==> src/rtl/wb_master_bridge.sv <==
// Single-request valid/ready to Wishbone classic master bridge.
// Handles interconnect grant, retry with one-cycle backoff, timeout, and a one-cycle response pulse.
module wb_master_bridge #(
    parameter int TAGSIZE   = 2,
    parameter int MAX_RETRY = 4,
    parameter int TIMEOUT   = 255
) (
    input  logic               clk_i,
    input  logic               rst_i,
    input  logic               req_valid_i,
    output logic               req_ready_o,
    input  logic               req_we_i,
    input  logic [31:0]        req_adr_i,
    input  logic [31:0]        req_dat_i,
    input  logic [3:0]         req_sel_i,
    input  logic [TAGSIZE-1:0] req_tgc_i,
    output logic               rsp_valid_o,
    output logic [31:0]        rsp_dat_o,
    output logic [TAGSIZE-1:0] rsp_tgd_o,
    output logic               rsp_err_o,
    output logic               rsp_timeout_o,
    output logic               wb_cyc_o,
    output logic               wb_stb_o,
    output logic               wb_we_o,
    output logic               wb_lock_o,
    output logic [31:0]        wb_adr_o,
    output logic [31:0]        wb_dat_o,
    output logic [3:0]         wb_sel_o,
    output logic [TAGSIZE-1:0] wb_tga_o,
    output logic [TAGSIZE-1:0] wb_tgd_o,
    output logic [TAGSIZE-1:0] wb_tgc_o,
    input  logic [31:0]        wb_dat_i,
    input  logic [TAGSIZE-1:0] wb_tgd_i,
    input  logic               wb_ack_i,
    input  logic               wb_err_i,
    input  logic               wb_rty_i,
    input  logic               wb_gnt_i
);

    localparam int              RW            = (MAX_RETRY > 0) ? $clog2(MAX_RETRY + 1) : 1;
    localparam logic [RW-1:0]   RETRY_LIMIT   = RW'(MAX_RETRY);
    localparam logic [15:0]     TIMEOUT_LIMIT = 16'(TIMEOUT);

    typedef enum logic [1:0] {S_IDLE, S_BUS, S_BACKOFF, S_RESP} state_t;

    state_t              r_state;
    state_t              w_next;
    logic [RW-1:0]       r_rty_cnt;
    logic [15:0]         r_to_cnt;
    logic                r_we;
    logic [31:0]         r_adr;
    logic [31:0]         r_dat;
    logic [3:0]          r_sel;
    logic [TAGSIZE-1:0]  r_tgc;
    logic [31:0]         r_rsp_dat;
    logic [TAGSIZE-1:0]  r_rsp_tgd;
    logic                r_rsp_err;
    logic                r_rsp_to;

    logic                w_accept;
    logic                w_granted;
    logic                w_rty_done;
    logic [15:0]         w_to_inc;
    logic                w_to_hit;

    // Broadcast responses only belong to us while we hold the grant in BUS.
    assign w_accept   = req_valid_i & req_ready_o;
    assign w_granted  = (r_state == S_BUS) & wb_gnt_i;
    assign w_rty_done = (r_rty_cnt == RETRY_LIMIT);
    assign w_to_inc   = (r_to_cnt == 16'hFFFF) ? r_to_cnt : r_to_cnt + 16'd1;
    assign w_to_hit   = (TIMEOUT_LIMIT != 16'd0) && (w_to_inc == TIMEOUT_LIMIT);

    always_ff @(posedge clk_i or posedge rst_i) begin
        if (rst_i) r_state <= S_IDLE;
        else       r_state <= w_next;
    end

    // NOTE: every signal written in an always_comb gets a default first, so no latch is inferred.
    always_comb begin
        w_next = r_state;
        unique case (r_state)
            S_IDLE:    if (w_accept) w_next = S_BUS;
            S_BUS: begin
                if (w_granted) begin
                    if (wb_ack_i || wb_err_i) w_next = S_RESP;
                    else if (wb_rty_i)        w_next = w_rty_done ? S_RESP : S_BACKOFF;
                    else if (w_to_hit)        w_next = S_RESP;
                end
            end
            S_BACKOFF: w_next = S_BUS;
            S_RESP:    w_next = w_accept ? S_BUS : S_IDLE;
            default:   w_next = S_IDLE;
        endcase
    end

    always_comb begin
        req_ready_o = 1'b0;
        wb_cyc_o    = 1'b0;
        wb_stb_o    = 1'b0;
        rsp_valid_o = 1'b0;
        unique case (r_state)
            S_IDLE:  req_ready_o = !rst_i;
            S_BUS: begin
                wb_cyc_o = 1'b1;
                wb_stb_o = 1'b1;
            end
            S_RESP: begin
                req_ready_o = !rst_i;
                rsp_valid_o = 1'b1;
            end
            default: ;
        endcase
    end

    // NOTE: sequential state uses non-blocking assignments so every flop samples pre-edge values.
    always_ff @(posedge clk_i or posedge rst_i) begin
        if (rst_i) begin
            r_rty_cnt <= '0;
            r_to_cnt  <= '0;
            r_we      <= 1'b0;
            r_adr     <= '0;
            r_dat     <= '0;
            r_sel     <= '0;
            r_tgc     <= '0;
            r_rsp_dat <= '0;
            r_rsp_tgd <= '0;
            r_rsp_err <= 1'b0;
            r_rsp_to  <= 1'b0;
        end else begin
            // Response fields are valid only for the single RESP cycle.
            r_rsp_dat <= '0;
            r_rsp_tgd <= '0;
            r_rsp_err <= 1'b0;
            r_rsp_to  <= 1'b0;

            if (w_accept) begin
                r_we      <= req_we_i;
                r_adr     <= req_adr_i;
                r_dat     <= req_dat_i;
                r_sel     <= req_sel_i;
                r_tgc     <= req_tgc_i;
                r_rty_cnt <= '0;
                r_to_cnt  <= '0;
            end

            if (r_state == S_BACKOFF) r_to_cnt <= '0;

            if (w_granted) begin
                if (wb_ack_i) begin
                    r_rsp_dat <= r_we ? 32'd0 : wb_dat_i;
                    r_rsp_tgd <= r_we ? '0 : wb_tgd_i;
                end else if (wb_err_i) begin
                    r_rsp_err <= 1'b1;
                end else if (wb_rty_i) begin
                    if (w_rty_done) r_rsp_err <= 1'b1;
                    else            r_rty_cnt <= r_rty_cnt + RW'(1);
                end else begin
                    r_to_cnt <= w_to_inc;
                    if (w_to_hit) begin
                        r_rsp_err <= 1'b1;
                        r_rsp_to  <= 1'b1;
                    end
                end
            end
        end
    end

    assign wb_lock_o     = wb_cyc_o;
    assign wb_we_o       = r_we;
    assign wb_adr_o      = r_adr;
    assign wb_dat_o      = r_dat;
    assign wb_sel_o      = r_sel;
    assign wb_tgc_o      = r_tgc;
    assign wb_tga_o      = '0;
    assign wb_tgd_o      = '0;
    assign rsp_dat_o     = r_rsp_dat;
    assign rsp_tgd_o     = r_rsp_tgd;
    assign rsp_err_o     = r_rsp_err;
    assign rsp_timeout_o = r_rsp_to;

endmodule
==> config.mk <==
export PLATFORM = sky130hd
export DESIGN_NAME = wb_master_bridge
export DESIGN_NICKNAME = d
export VERILOG_FILES = /design/src/rtl/wb_master_bridge.sv
export SDC_FILE = /design/constraint.sdc
export NUM_CORES = 1
export LEC_CHECK = 0
export CORE_MARGIN = 2
export CORE_UTILIZATION = 40
export DETAILED_ROUTE_END_ITERATION = 10
export PLACE_DENSITY = 0.76
export RECOVER_POWER = 50
export SLEW_MARGIN = 10
export SYNTH_ARGS = -nofsm -noshare
export SYNTH_HDL_FRONTEND = slang
export SYNTH_SLANG_ARGS = --single-unit
==> constraint.sdc <==
create_clock -name clk_i -period 6.33 [get_ports clk_i]
set_clock_uncertainty 0.15 [all_clocks]
set_input_delay 1.266 -clock clk_i [delete_from_list [all_inputs] [get_ports clk_i]]
set_output_delay 1.266 -clock clk_i [all_outputs]
set_load 0.02 [all_outputs]
==> out/results.tsv <==
metric	value	unit
outcome	complete, but fails checks	
failing checks	capacitance limit, slew limit	
sw power	1.22	mW
# setup viols final	0	
R2R Path End	r_to_cnt[10]$_DFF_PP0_	
gr usage total	0.210	
hold_buf cts	0	
area delta synth->final	52.8	%
drt drc	0	
num rows	42	
number of synthesized flops with an enable pin	0	
GRT overflow	0	
Cell Pwr Density	421	mW/mm^2
routed wire length	15.0	mm
delay-heaviest family, CP	buffers and inverters	
MaxCap Viol Count	1	
maximum VDD drop	0.000285	V
startpoint types	input pin	
min Tclk post-route	4.38	ns
Commonest cells post-synth	nand2_1 (234), dfrtp_1 (128), and2_1 (35)	
register share of total power	0.338	
Min Hold Slack	0.319	ns
Seq cells post-synth	128	
Post-synth ARST share	1.00	
share of power burned in the clock network	0.287	
CP required	6.03	ns
Internal Pwr Total	2.33	mW
Worst path max stage delay	2.11	ns
Die Y	121	um
htree depth	4	
final setup margin	1.95	ns
share of post-route cells with drive strength above 1	0.0623	
post-synthesis sequential area ratio	0.581	
vias in the first global route	4925	
DP Worst Slack	2.32	ns
Comb pwr share	0.376	
M1 GR Usage	0.243	
Area contributors post-synth	dfrtp_1 (58%), nand2_1 (16%), and2_1 (4.0%)	
r2r startpoint	r_state[0]$_DFFE_PP0P_	
Layout Cells excl Fill	979	
Period Utilization, post-route	0.693	
Hold Startpoint	wb_dat_o[13]$_DFFE_PP0P_	
post-CTS resize count	0	
IO Pins	228	
synthesized area per cell	9.51	um^2
worst-path cell chain	dlygate4sd3_1 -> clkinvlp_2 -> clkbuf_1	
grt met2 use	0.342	
Clock Path Buffers	2	
GRT busiest layer	met2	
initial antenna violation count	0	
die footprint	0.0147	mm^2
Worst Hold Path Cells	2	
top-area cell type share of the netlist area	0.581	
Primary FF master, synth	dfrtp_1	
fmax	0.228	GHz
Yosys warnings	0	
TNS Setup	0	ns
Root Driver	clkbuf_16	
vias	4814	
post-route ant nets	0	
gpl congestion	0.916	
Slew Viols, Final	58	
Layout Nets	909	
slew margin rel.	-0.999	
Post-DP HPWL	10.6	mm
Arrival @ worst endpoint	4.09	ns
cell count after synthesis	580	
Unique masters post-synth	55	
Sink Count	128	
CP max-delay cell	clkbuf_1	
Sw Share	0.343	
Placed Instances	947	
CTS tree	built	
met3 Usage GRT	0.0869	
Min-Delay Path Class	register to register	
Setup crit end kind	async pin	
Crit Path Class	input pin to async pin	
Bufs and invs on worst path	3	
Die W	121	um
slew of the pin with the lowest slew margin	3.00	ns
FF-to-FF setup slack	3.37	ns
wire length per cell	15.3	um
critical path peak fanout	57	
Starting DRT DRC Count	189	
port buffer count	223	
static leakage power	3.96	nW
Mapped Area	0.00552	mm^2
# Post-CTS Setup Buffers	0	
first-pass GRT wire length	24.1	mm
CORE AREA	0.0133	mm^2
count leader, synth	nand2_1	
RSZ-0062 raised after global routing	false	
ant diodes	0	
Num CTS Buffers	17	
vias per cell	4.92	
Synth area leader	dfrtp_1	
Initial Util	0.413	
Skew-Pair Late Insertion Delay	0.41	ns
Hold Path Sink	wb_dat_o[13]$_DFFE_PP0P_	
Pre-Repair DR Iteration Count	4	
largest net degree at the start of global routing	77	
Reg clk slew, reported paths	0.05	ns
R2R cell count	8	
Final Hold Viols	0	
kinds of logic (layout without fill, tap and decap cells):
kind of cell | after synthesis | in the layout | synth area share
AND/OR/NAND/NOR | 330 | 330 | 0.277
flip-flops | 128 | 128 | 0.581
AO/OA/AOI/OAI | 61 | 61 | 0.0751
buffers and inverters | 47 | 267 | 0.0411
adder cells (fa/ha/maj) | 7 | 7 | 0.0159
XOR/XNOR | 4 | 4 | 0.00635
multiplexers | 2 | 2 | 0.00363
other | 1 | 4 | 0.000680
layer usage:
metal  routed length, um  share of wire  vias up
met2                7340           0.49      216
li1                    -              -     2292
met3                1420          0.095       36
met5                   0              0        -
met1                5830           0.39     2270
met4                 435          0.029        0
how the worst max path moves through the flow:
stage | from | cells after the start | slack (ns) | end
final | rst_i | 3 | 1.95 | wb_tgc_o[0]$_DFFE_PP0P_
after global routing | rst_i | 3 | 1.24 | wb_adr_o[11]$_DFFE_PP0P_
after CTS | rst_i | 3 | 2.32 | req_ready_o
after detailed placement | rst_i | 3 | 2.32 | req_ready_o
after global placement | rst_i | 3 | 2.36 | req_ready_o
after floorplan | rst_i | 1 | 1.50 | r_rty_cnt[0]$_DFF_PP0_
cells in the final DEF (no fill, tap or decap), types with 2 or more instances in the layout:
master,n
clkinv_2,3
nand2_1,233
inv_1,6
nand3b_1,2
nor3b_1,2
xnor2_1,3
nand4_1,6
a211oi_2,2
buf_4,3
o41ai_1,2
clkbuf_8,5
and2_1,11
and4_1,4
o31ai_1,2
a41oi_1,2
a31oi_1,5
dfrtp_1,128
or3_1,2
clkinvlp_4,2
dlygate4sd3_1,21
conb_1,4
a21oi_1,19
mux2i_1,2
clkdlybuf4s50_1,202
clkbuf_16,17
a211o_1,2
nand3_1,6
a21o_1,2
and2_0,23
bufinv_16,3
nor2_1,15
and3_1,2
nor3_1,5
clkbuf_1,3
nor4_1,2
nand2b_1,2
ha_1,7
o21ai_0,15
nand4b_1,3
per-stage QoR:
step                      power, mW  instance area (um^2)  utilization
after floorplan                1.88                  5530            -
after global placement         2.53                  7830        0.587
after detailed placement       2.57                  7830        0.587
after CTS                      3.60                  8460        0.633
after global routing           3.75                  8430        0.632
final                          3.55                  8430        0.632
tightest hold or removal path, stage by stage (launching register included):
cell	delay (ns)
dfrtp_1	0.33
nand2_1	0.05
nand2_1	0.05
power by group through the flow:
| stage | registers, mW | logic [mW] | clock network, mW |
|---|---|---|---|
| after CTS | 1.20 | 1.36 | 1.04 |
| after detailed placement | 1.21 | 1.35 | 0 |
| final | 1.20 | 1.33 | 1.02 |
| after floorplan | 1.47 | 0.410 | 0 |
| after global routing | 1.23 | 1.44 | 1.08 |
| after global placement | 1.20 | 1.33 | 0 |
flip-flops by register name (all words and copies together), names as in the netlist:
| signal | flops |
|---|---|
| rsp_dat_o | 32 |
| rsp_tgd_o | 2 |
| wb_dat_o | 32 |
| r_rty_cnt | 3 |
| rsp_timeout_o | 1 |
| wb_tgc_o | 2 |
| rsp_err_o | 1 |
| wb_sel_o | 4 |
| wb_we_o | 1 |
| r_to_cnt | 16 |
| wb_adr_o | 32 |
| r_state | 2 |
area by class of cell:
| class | count | area (um^2) |
|---|---|---|
| fill | 1062 | 4920 |
| sequential | 128 | 3200 |
| timing repair buffer | 228 | 2260 |
| multi-input combinational | 408 | 2090 |
| clock buffer | 23 | 498 |
| tap | 176 | 220 |
| clock inverter | 9 | 129 |
| inverter | 7 | 27.5 |
No activity file was read; power rests on OpenSTA's default activity.
